--- src/rtl/fp_pkg.sv ---
// Shared definitions for the floating-point accumulate controller.
// Holds the controller FSM state type and the IEEE-754 single constants
// the controller and its environment agree on.
package fp_pkg;

  localparam int FP_W = 32;

  localparam logic [FP_W-1:0] FP_ZERO        = 32'h0000_0000;
  // Value the external add/sub unit returns when it flags an exception.
  localparam logic [FP_W-1:0] FP_EXC_PATTERN = 32'hFFFF_FFFF;

  typedef enum logic [1:0] {
    ST_IDLE  = 2'd0,
    ST_ACCUM = 2'd1,
    ST_DONE  = 2'd2
  } state_t;

endpackage

--- src/rtl/fp_accum_ctrl.sv ---
// Floating-point accumulate controller.
//
// Sums a stream of IEEE-754 single operands using an external combinational
// add/sub unit. Each accepted beat folds (acc +/- in_data) back into the
// accumulator on the same edge, so one beat per cycle is sustained. The beat
// carrying in_last closes the sum; the result is offered on the out_* port
// until the consumer takes it, after which the block returns to IDLE.
//
// Ports
//   clk, rst                 clock, asynchronous active-high reset
//   in_valid/in_ready        operand beat handshake
//   in_data, in_sub, in_last operand, add(0)/sub(1) select, end-of-sum marker
//   au_a, au_b, au_sign      operands/select driven to the add/sub unit
//   au_result, au_exception  combinational result/exception from the unit
//   out_valid/out_ready      result handshake
//   out_sum, out_exception, out_count  final sum, sticky exception, beat count
//
// Handshakes: a transfer happens on a rising edge where valid && ready are
// both 1. in_ready never depends on in_valid; out_valid never depends on
// out_ready, and the out_* payload holds while out_valid=1 and out_ready=0.
module fp_accum_ctrl
  import fp_pkg::*;
#(
  parameter int CNT_W = 16
) (
  input  logic             clk,
  input  logic             rst,
  input  logic             in_valid,
  output logic             in_ready,
  input  logic [FP_W-1:0]  in_data,
  input  logic             in_sub,
  input  logic             in_last,
  output logic [FP_W-1:0]  au_a,
  output logic [FP_W-1:0]  au_b,
  output logic             au_sign,
  input  logic [FP_W-1:0]  au_result,
  input  logic             au_exception,
  output logic             out_valid,
  input  logic             out_ready,
  output logic [FP_W-1:0]  out_sum,
  output logic             out_exception,
  output logic [CNT_W-1:0] out_count
);

  localparam logic [CNT_W-1:0] CNT_MAX = '1;

  state_t           state;
  state_t           state_next;
  logic [FP_W-1:0]  acc;
  logic             exc_sticky;
  logic [CNT_W-1:0] count;
  logic             beat_acc;
  logic             out_hs;

  // The accumulator is only ever nonzero while a sum is open or waiting to
  // be consumed, so the unit sees 0 +/- in_data on the first beat of a sum.
  assign au_a    = acc;
  assign au_b    = in_data;
  assign au_sign = in_sub;

  // The registers already hold the final values while in DONE and cannot
  // change there (no beat is accepted), so they drive the outputs directly.
  assign out_sum       = acc;
  assign out_exception = exc_sticky;
  assign out_count     = count;

  always_comb begin
    state_next = state;
    // rst gates in_ready so it is low for the whole reset pulse, not just
    // after the state register has been forced.
    in_ready   = (state != ST_DONE) && !rst;
    out_valid  = (state == ST_DONE);
    beat_acc   = in_valid && in_ready;
    out_hs     = out_valid && out_ready;

    case (state)
      ST_IDLE, ST_ACCUM: begin
        if (beat_acc) begin
          state_next = in_last ? ST_DONE : ST_ACCUM;
        end
      end
      ST_DONE: begin
        if (out_hs) begin
          state_next = ST_IDLE;
        end
      end
      default: state_next = ST_IDLE;
    endcase
  end

  always_ff @(posedge clk or posedge rst) begin
    if (rst) begin
      state      <= ST_IDLE;
      acc        <= FP_ZERO;
      exc_sticky <= 1'b0;
      count      <= '0;
    end else begin
      state <= state_next;
      if (out_hs) begin
        acc        <= FP_ZERO;
        exc_sticky <= 1'b0;
        count      <= '0;
      end else if (beat_acc) begin
        // The unit's exception pattern is stored like any other result.
        acc        <= au_result;
        exc_sticky <= exc_sticky | au_exception;
        if (count != CNT_MAX) begin
          count <= count + 1'b1;
        end
      end
    end
  end

endmodule

--- config.mk ---
export PLATFORM = sky130hd
export DESIGN_NAME = fp_accum_ctrl
export DESIGN_NICKNAME = d
export VERILOG_FILES = /design/src/rtl/fp_pkg.sv /design/src/rtl/fp_accum_ctrl.sv
export SDC_FILE = /design/constraint.sdc
export NUM_CORES = 1
export LEC_CHECK = 0
export CAP_MARGIN = 20
export CORE_AREA = 2 2 73 75
export CTS_BUF_LIST = sky130_fd_sc_hd__clkbuf_4 sky130_fd_sc_hd__clkbuf_8 sky130_fd_sc_hd__clkbuf_16
export CTS_CLUSTER_DIAMETER = 120
export DETAILED_ROUTE_END_ITERATION = 10
export DIE_AREA = 0 0 75 77
export DONT_BUFFER_PORTS = 1
export GPL_ROUTABILITY_DRIVEN = 0
export PLACE_DENSITY = 0.84
export SYNTH_ARGS = -nofsm -noshare
export SYNTH_HDL_FRONTEND = slang
export SYNTH_SLANG_ARGS = --single-unit
--- constraint.sdc ---
create_clock -name clk -period 1.6 [get_ports clk]
set_input_delay 0.48 -clock clk [delete_from_list [all_inputs] [get_ports clk]]
set_output_delay 0.48 -clock clk [all_outputs]
set_load 0.05 [all_outputs]
Yosys cells after proc, flatten, opt, wreduce, memory -nomap -nowiden. Cells that the tools add are included.

Add/subtract/negate cells: 1. Equal/unequal tests: 6. Multiplexer cells: 11. Bitwise logic cells: 1. Reductions and logical operators: 10.

Operators by type and width (count): 32-bit two-way mux (2); 16-bit two-way mux (3); 16-bit by 1-bit adder with 16-bit output (second input constant) (1); 16-bit inequality test (second input constant) (1); 2-bit two-way mux (3); 2-bit inequality test (second input constant) (2); 2-bit one-hot mux with 2 select lines (1); 2-bit AND reduction (2); 2-bit nonzero test (2); 1-bit logical AND (3); 2-bit by 1-bit equality test with 1-bit output (second input constant) (1); 2-bit equality test (second input constant) (1); 2-bit logical NOT (1); 1-bit two-way mux (2); 2-bit by 1-bit inequality test with 1-bit output (second input constant) (1); 2-bit OR reduction (1); 1-bit logical NOT (1); 1-bit bitwise OR (1).

Register bits after elaboration: 51. Input bits: 71. Output and inout port bits: 116. Logic and storage cells: 33.

Logic depth before layout (Yosys ltp).
Depth in word-level cells: 5. Mapped depth: 7.

Least setup slack after synthesis. No wires, ideal clock.

Path kind: register to output. Start point: register state[1]. End point: output in_ready. Arrival time: 1.592 ns. Required time: 1.120 ns. Setup slack: -0.472 ns. Stages on the path, launching flop included: 5. Path buffers: 1. Cells stage by stage: dfrtp_1 nand2b_1 clkbuf_2 inv_1 nor2_1.

Cells in the longest elaborated chain, start to end: 2.

Ends and longest elaborated chain: start, declared (line fp_accum_ctrl.sv:47) `state_t state;`; start signal, assigned (line fp_accum_ctrl.sv:98) `state <= state_next;`; 2-bit inequality test (line fp_accum_ctrl.sv:71) `in_ready = (state != ST_DONE) && !rst;`; 1-bit logical AND (line fp_accum_ctrl.sv:71); end, declared (line fp_accum_ctrl.sv:29) `output logic in_ready,`.

No other way between the ends.

Worst setup path after layout.
Start point: register state[0]. End point: output in_ready.

Same word-level chain as after synthesis.

==> metrics.csv <==
metric,value,unit
Pleak,1.56,nW
final instance area,3240,um2
Placed Area,2910,um2
max_slew headroom,0.659,
layout cell share with drive strength beyond 1,0.496,
Placeable Area,4980,um2
Power Dens Cells,1530,nW/um2
Mapped Nets,322,
Setup TNS,-0.00794,ns
Max Cap Violations,0,
Logic pwr share,0.451,
row count,26,
Syn. warnings,0,
CTS Buffer Depth,2,
Die Y,77,um
total gr overflow,0,
cts bufs inserted,5,
Yosys cell types,48,
clk_lat worst skew,0.31,ns
placed insts,317,
clock power share,0.213,
Post-Place Setup Slack,-0.0581,ns
Top Metal Used,met4,
Pint,2.73,mW
setup clock skew after layout,0.0114,ns
CP arrival,1.13,ns
Slew Limit Fails,0,
post-route minimum period,1.61,ns
Peak VDD IR,0.000852,V
Final Worst Setup Slack,-0.00794,ns
sequential share of power,0.337,
final core utilization,0.652,
R2R cell count,6,
worst slew pin tran,0.511,ns
crit path capture type,output port,
largest net degree at the start of global routing,24,
Reg2Reg Setup Slack,0.02,ns
clk slew on worst S/H paths,0.10,ns
RSZ-0062 raised after global routing,true,
Post-Synthesis Cells,250,
CP Max Fanout,4,
# H-tree levels,2,
gr usage total,0.222,
number of global-route vias before repair,1957,
DR vias,2079,
Initial Util,0.549,
Antenna Nets Post-Route,0,
outcome,finished with violations,
die area,5780,um2
wire length per cell,20.0,um
crit share post-route,1.00,
routed wl met2,3430,um
first-pass GRT wire length,9740,um
"non-filler cells, final",338,
fin nets,339,
Final setup viols,1,
prevailing post-synth register cell,dfrtp_1,
type of origin of the critical path,flop,
worst hold path type,primary input to asynchronous set/reset pin,
synth-to-layout area growth,18.6,%
CTS Hold Bufs,0,
reg2reg start,out_count[1],
"most common cell after layout, fill and taps aside",buf_4,
minimum hold slack,0.0598,ns
clock sinks,51,
routed wl met3,510,um
antenna cells,0,
drt drc,0,
Max Clk Rate,622,MHz
WS Path Type,flop to output port,
I/O Pins,187,
vias per cell,6.15,
CTS root buf,clkbuf_8,
CTS tree,yes,
post-synthesis sequential area ratio,0.467,
HPWL after DPL,4670,um
DRT met1 WL,2610,um
ys async rst share,1.00,
syn avg cell area,10.9,um2
DR iter-0 viols,69,
Post-synth EDFFs,0,
failing checks,negative setup slack,
Die Wd,75,um
Post-Syn Area,2730,um2
Sw Share,0.448,
Overall Power,4.95,mW
IO buf count,0,
"commonest cells after routing, fill and taps aside","buf_4 (76), dfrtp_1 (37), a22o_1 (33)",
Psw,2.21,mW
R2R Path End,out_count[10],
"Req. time, crit path",1.12,ns
final hold violation count,0,
Yosys reg bits,51,
1st-pass router iterations,4,
initial antenna violation count,0,
drt total wl,6760,um
-- registers in the layout, indices dropped and copies added (netlist names) --
signal	flops
out_exception	1
state	2
out_count	16
au_a	32
-- worst max-delay path by stage --
| stage | endpoint | startpoint | cells past startpoint | slack, ns |
|---|---|---|---|---|
| 2_1_floorplan | out_count[1] | state[0] | 6 | -0.12 |
| 3_3_place_gp | out_count[9] | in_valid | 4 | 0.002 |
| 3_5_place_dp | out_count[9] | in_valid | 4 | -0.06 |
| 4_1_cts | in_ready | state[0] | 4 | -0.02 |
| 5_1_grt | in_ready | state[0] | 4 | -0.06 |
| 6_report | in_ready | state[0] | 4 | -0.008 |
-- cell type report --
type                    count  area [um2]
well taps                  70        87.6
multi-input cells         120         986
clock inverters             3        67.6
fillers                   375        1730
inverters                   3        17.5
repair buffers             86         722
flip-flops and latches     51        1290
clock buffers               5        68.8
-- cells by family after synthesis --
| family | share of synthesized area |
|---|---|
| mux | 0.00412 |
| simple gates | 0.120 |
| buf+inv | 0.208 |
| flops | 0.467 |
| fa+ha+maj | 0.00458 |
| compound gates | 0.197 |
-- timing repair --
item / 4_1_cts / 5_1_grt
pin swaps: 0 / 6
endpoints found under the setup margin: 3 / 11
endpoints found under the hold margin: 0 / 0
resized for setup: 5 / 15
buffers inserted: 4 / 9
-- critical path, stage by stage (launching register included) --
cell,delay [ns]
dfrtp_1,0.39
nand2b_4,0.15
inv_4,0.05
nor2_4,0.09
buf_12,0.14
-- Yosys cell counts (2+ instances only) --
master,number,share of area
a211oi_1,3,0.0082
buf_6,2,0.0082
o211ai_1,8,0.022
dfrtp_1,51,0.47
nor2_1,3,0.0041
nand3_1,12,0.022
nand4_1,2,0.0046
a22o_1,33,0.11
o311ai_0,2,0.0064
buf_4,66,0.18
or3_1,2,0.0046
nand2_1,11,0.015
nor4_1,3,0.0069
buf_2,6,0.011
and2_1,2,0.0046
nand2b_1,2,0.0046
a21oi_1,4,0.0073
a31oi_1,4,0.0092
and3_1,3,0.0069
inv_1,3,0.0041
-- power groups by stage --
stage / sequential (mW) / combinational, mW / clock, mW
floorplan: 2.38 / 1.27 / 0
global placement: 1.69 / 2.04 / 0
detailed placement: 1.70 / 2.07 / 0
CTS: 1.68 / 2.09 / 1.07
global route: 1.69 / 2.31 / 1.11
finish: 1.67 / 2.23 / 1.05
-- metal layers --
| metal | track usage | vias to the layer above |
|---|---|---|
| li1 | - | 892 |
| met1 | 0.261 | 1026 |
| met2 | 0.370 | 133 |
| met3 | 0.0604 | 28 |
| met4 | 0.0982 | 0 |
| met5 | 0 | - |
Power figures use the tool's default switching activity.
==> edit 1: new RTL, same flow settings <==
The package constant `FP_W` goes from 32 to 36.
--- a/src/rtl/fp_pkg.sv
+++ b/src/rtl/fp_pkg.sv
@@ -5,3 +5,3 @@
 
-  localparam int FP_W = 32;
+  localparam int FP_W = 36;
 
Ports: changed (5 resized); port bits go from 187 to 207. No check against the original RTL was run, so the function may have changed too.
==> edit 1 against the unedited design <==
The flow still finishes with violations (setup timing); wire length rose by 7.1%; cell area rose by 6.8%; largest cell class unchanged; die area unchanged; sequential cell count is 4 higher; largest power group unchanged; area after synthesis up 5.9%; first-iteration DRC count up 16%; global-route usage rose by 2.0 points; non-clock buffer count up 8; power increased by 0.13%; critical path type is now flip-flop to flip-flop; setup slack worse by 70 ps.
==> edit 1: results (changes against the unedited design) <==
| Metric | Value |
|---|---|
| DR iter-0 viols | 80 (+16%) |
| Fin nets | 365 (+7.7%) |
| Max FFs per register | 36 (+13%) |
| Failing checks | setup timing |
| Lkg Pwr | 1.582 nW (+1.2%) |
| Peak VDD IR | 0.0007445 V (-13%) |
| Wire length on met3 | 644 µm (+26%) |
| Multi-input logic area | 1106 µm² (+12%) |
| Synth top cells by count | 73 x buf_4, 55 x dfrtp_1, 37 x a22o_1 |
| Dominant cells by area after synthesis | dfrtp_1 48%, buf_4 19%, a22o_1 11% |
| Met2 wire len | 3847 µm (+12%) |
| Status | finished with violations |
| First-pass GRT wire length | 10760 µm (+10%) |
| Detailed placement HPWL | 4948 µm (+5.9%) |
| Post-DP Area | 3147 µm² (+8.3%) |
| Critical Path AT | 1900 ps (+770 ps) |
| Final worst slack | -78.29 ps (-70.35 ps) |
| Fraction of layout cells with a size suffix above 1 | 54.04% (+4.4 points) |
| Setup Viol. Count Final | 10 (+9) |
| Setup Skew | 7.115 ps (-4.297 ps) |
| Synth Net Count | 346 (+7.5%) |
| Synth unique cells | 38 (-21%) |
| Placed insts | 342 (+7.9%) |
| Total wire length | 7235 µm (+7.1%) |
| Post-Synthesis Cells | 266 (+6.4%) |
| Met2 Usage GRT | 40.88% (+3.9 points) |
| Wire per inst | 20.38 µm (+1.9%) |
| Largest net degree at the start of global routing | 56 (+130%) |
| M1 WL | 2647 µm (+1.4%) |
| M1 GR Usage | 28.10% (+2.0 points) |
-- edit 1: final cells by class --
| class | instances | share of cell area, % |
|---|---|---|
| clock buffers | 6 | 2.384 |
| multi-input cells | 123 | 31.92 |
| flip-flops and latches | 55 | 40.27 |
| inverters | 6 | 0.9029 |
| well taps | 70 | 2.528 |
| repair buffers | 94 | 21.85 |
| clock inverters | 1 | 0.1445 |
-- edit 1: what timing repair did --
action,in CTS,in global routing
pin swaps,7,5
resized for setup,11,27
gates cloned,0,0
endpoints found under the setup margin,11,53
setup buffers,5,3
-- edit 1: path summary, 6_finish.rpt --
| check | from | to | slack (ps) | cells after the start |
|---|---|---|---|---|
| min in group clk | in_last | state[0] | 260 | 1 |
| worst min-delay path | rst | out_count[9] | 100 | 2 |
| worst max register to register | out_count[1] | out_count[11] | -80 | 6 |
| worst min register to register | au_a[18] | au_a[18] | 510 | 1 |
| worst max-delay path | out_count[1] | out_count[11] | -80 | 6 |
| max in group asynchronous | rst | out_count[6] | 1220 | 2 |
-- edit 1: cells by family (layout without fill, tap and decap cells) --
kind of cell | count (synthesis) | in the layout | share of synthesized area [%]
adders and majority gates | 1 | 1 | 0.4323
muxes | 2 | 2 | 0.6918
and+or+nand+nor | 56 | 56 | 12.54
buffers and inverters | 88 | 107 | 21.10
DFF | 55 | 55 | 47.56
AOI/OAI and AO/OA | 64 | 64 | 17.68
-- edit 1: power breakdown --
| part | switching, mW | total [mW] | internal (mW) |
|---|---|---|---|
| combinational | 1.81 | 2.41 | 0.601 |
| sequential | 0.172 | 1.79 | 1.61 |
| clock | 0.417 | 0.758 | 0.341 |
-- edit 1: worst max-delay path: stages (launching register included) --
cell and delay (ps):
dfrtp_2 400, ha_4 160, nand4_4 120, buf_4 170, or4_4 450, nand4_1 130, mux2i_1 180
==> edit 2: new RTL, same flow settings <==
Made on the original files. Re-encode `state_t` (3 states) as one-hot, 3 bits wide.
--- a/src/rtl/fp_pkg.sv
+++ b/src/rtl/fp_pkg.sv
@@ -11,6 +11,6 @@
 
-  typedef enum logic [1:0] {
-    ST_IDLE  = 2'd0,
-    ST_ACCUM = 2'd1,
-    ST_DONE  = 2'd2
+  typedef enum logic [2:0] {
+    ST_IDLE  = 3'b001,
+    ST_ACCUM = 3'b010,
+    ST_DONE  = 3'b100
   } state_t;
Function: no difference found for any inputs over 10 cycles, from zero or initial values and one cycle with rst high; not proved beyond that.
==> edit 2 against the unedited design <==
The run still ends with setup timing left; area after synthesis about the same; wire length up 7.5%; sequential cell count up 1; combinational power up 5%; global-route usage increased by 2.0 points; power decreased by 2.3%; final cell count is 3.6% higher; clock skew shrank 2.3 ps; cell area is 2.0% higher; setup slack got worse by 270 ps; die area unchanged; critical path type is now flip-flop to flip-flop; critical endpoint is now out_count[10]; largest cell class unchanged; largest power group unchanged.
==> edit 2: results (changes against the unedited design) <==
| Metric | Value |
|---|---|
| CTS Buffer Depth | 2 (unchanged) |
| DR iter-0 viols | 87 (+26%) |
| M1 WL | 2574 µm (-1.4%) |
| Setup Viol. Count Final | 19 (+18) |
| Setup Skew | 9.102 ps (-2.311 ps) |
| Total CTS buffers | 5 (unchanged) |
| Total wire length | 7261 µm (+7.5%) |
| Slew headroom | 56.94% (-8.9 points) |
| Area fraction in compound gates after synthesis | 15.13% (-4.5 points) |
| Clk_lat worst skew | 320 ps |
| Largest family of logic cells by synthesized area | buffers and inverters |
| Crit Path Max Fanout | 7 (+3) |
| Async S/R FF share, synth | 100.0% (unchanged) |
| Pre-antenna DRT Iters | 4 (unchanged) |
| Critical Path AT | 2080 ps (+950 ps) |
| Dominant cells by area after synthesis | dfrtp_1 47%, buf_4 18%, a22o_1 11% |
| Wire length on met3 | 712 µm (+40%) |
| Mux share of post-synthesis cell area | 1.829% (+1.4 points) |
| Adder-cell share of the synthesized area | 0.4572% (about the same) |
| Fraction of layout cells with a size suffix above 1 | 50.36% (+0.73 points) |
| Placed insts | 328 (+3.5%) |
| Initial antenna violation count | 0 (unchanged) |
| Post-synth EDFFs | 0 (unchanged) |
| Synth top cells by count | 65 x buf_4, 51 x dfrtp_1, 33 x a22o_1 |
| DR vias/cell | 5.966 (-3.0%) |
| Setup TNS | -2610 ps (-2602 ps) |
| First-pass GRT wire length | 10700 µm (+9.8%) |
| Wire per inst | 20.75 µm (+3.8%) |
| Met2 wire len | 3772 µm (+10%) |
| Antenna fix cells | 0 (unchanged) |
| IO buf count | 0 (unchanged) |
| Top delay family on crit path | simple AND/OR/NAND/NOR gates |
| Failing checks | setup timing |
| H-tree depth | 2 (unchanged) |
| Worst hold-check path type | primary input to async pin |
| Sequential fraction of the synthesis area | 47.60% (+0.92 points) |
| Vias in the first global route | 2162 (+10%) |
| CP max stage delay | 570 ps (+180 ps) |
| Fin nets | 351 (+3.5%) |
| # fillers | 385 (+2.7%) |
| Synth unique cells | 37 (-23%) |
| Met2 Usage GRT | 40.61% (+3.6 points) |
| Final worst slack | -276.9 ps (-269.0 ps) |
| Detailed placement HPWL | 4431 µm (-5.2%) |
| GRT Total Usage | 24.21% (+2.0 points) |
| Peak VDD IR | 0.0009382 V (+10%) |
| Lkg Pwr | 1.568 nW (+0.34%) |
| Max FFs per register | 32 (unchanged) |
| Largest net degree at the start of global routing | 53 (+120%) |
| Status | finished with violations |
| Mapped Avg Cell Area | 10.48 µm² (-4.1%) |
| Routing usage on met3 | 6.570% (+0.53 points) |
| M1 GR Usage | 27.95% (+1.8 points) |
| Top routing layer in use | met4 |
| Critical Path Slowest Stage Cell | dfstp_2 |
## edit 2: what timing repair did
item | 4_1_cts | 5_1_grt
setup buffers | 10 | 6
setup endpoints to repair | 18 | 28
resized for setup | 26 | 21
cloned | 0 | 0
pin swaps | 8 | 8
## edit 2: final timing paths
kind	from	end	slack [ps]	cells past startpoint
worst max-delay path	state[0]	out_count[10]	-280	5
max in group asynchronous	rst	out_count[15]	890	2
worst min-delay path	rst	out_count[12]	250	2
worst max register to register	state[0]	out_count[10]	-280	5
worst min register to register	au_a[19]	au_a[19]	510	1
min in group clk	au_result[11]	au_a[11]	290	1
## edit 2: power breakdown
group          total [mW]  switching, mW  internal, mW
clock network       0.807          0.485         0.322
logic                2.34           1.64         0.695
registers            1.69          0.156          1.53
## edit 2: kinds of logic after synthesis
logic type,count (synthesis)
AO/OA/AOI/OAI,53
adder cells (fa/ha/maj),1
AND/OR/NAND/NOR,68
multiplexers,5
flip-flops,52
buffers and inverters,82
## edit 2: cell type report
| type | count | area, µm² | share of cell area (%) |
|---|---|---|---|
| multi-input cells | 127 | 1040 | 31.42 |
| inverters | 5 | 22.52 | 0.6805 |
| clock buffers | 5 | 68.82 | 2.079 |
| clock inverters | 3 | 27.53 | 0.8318 |
| well taps | 70 | 87.58 | 2.647 |
| repair buffers | 88 | 740.7 | 22.38 |
| flip-flops and latches | 52 | 1323 | 39.96 |
## edit 2: through the flow
stage / util [%] / instance area (µm²) / worst slack [ps] / total power, mW
after floorplan: - / 2811 / -317.7 / 3.596
after global placement: 58.17 / 2895 / -424.5 / 3.697
after detailed placement: 58.47 / 2910 / -317.7 / 3.742
after CTS: 64.13 / 3192 / -255.8 / 4.676
after global routing: 66.49 / 3309 / -313.3 / 5.026
final: 66.49 / 3309 / -276.9 / 4.836
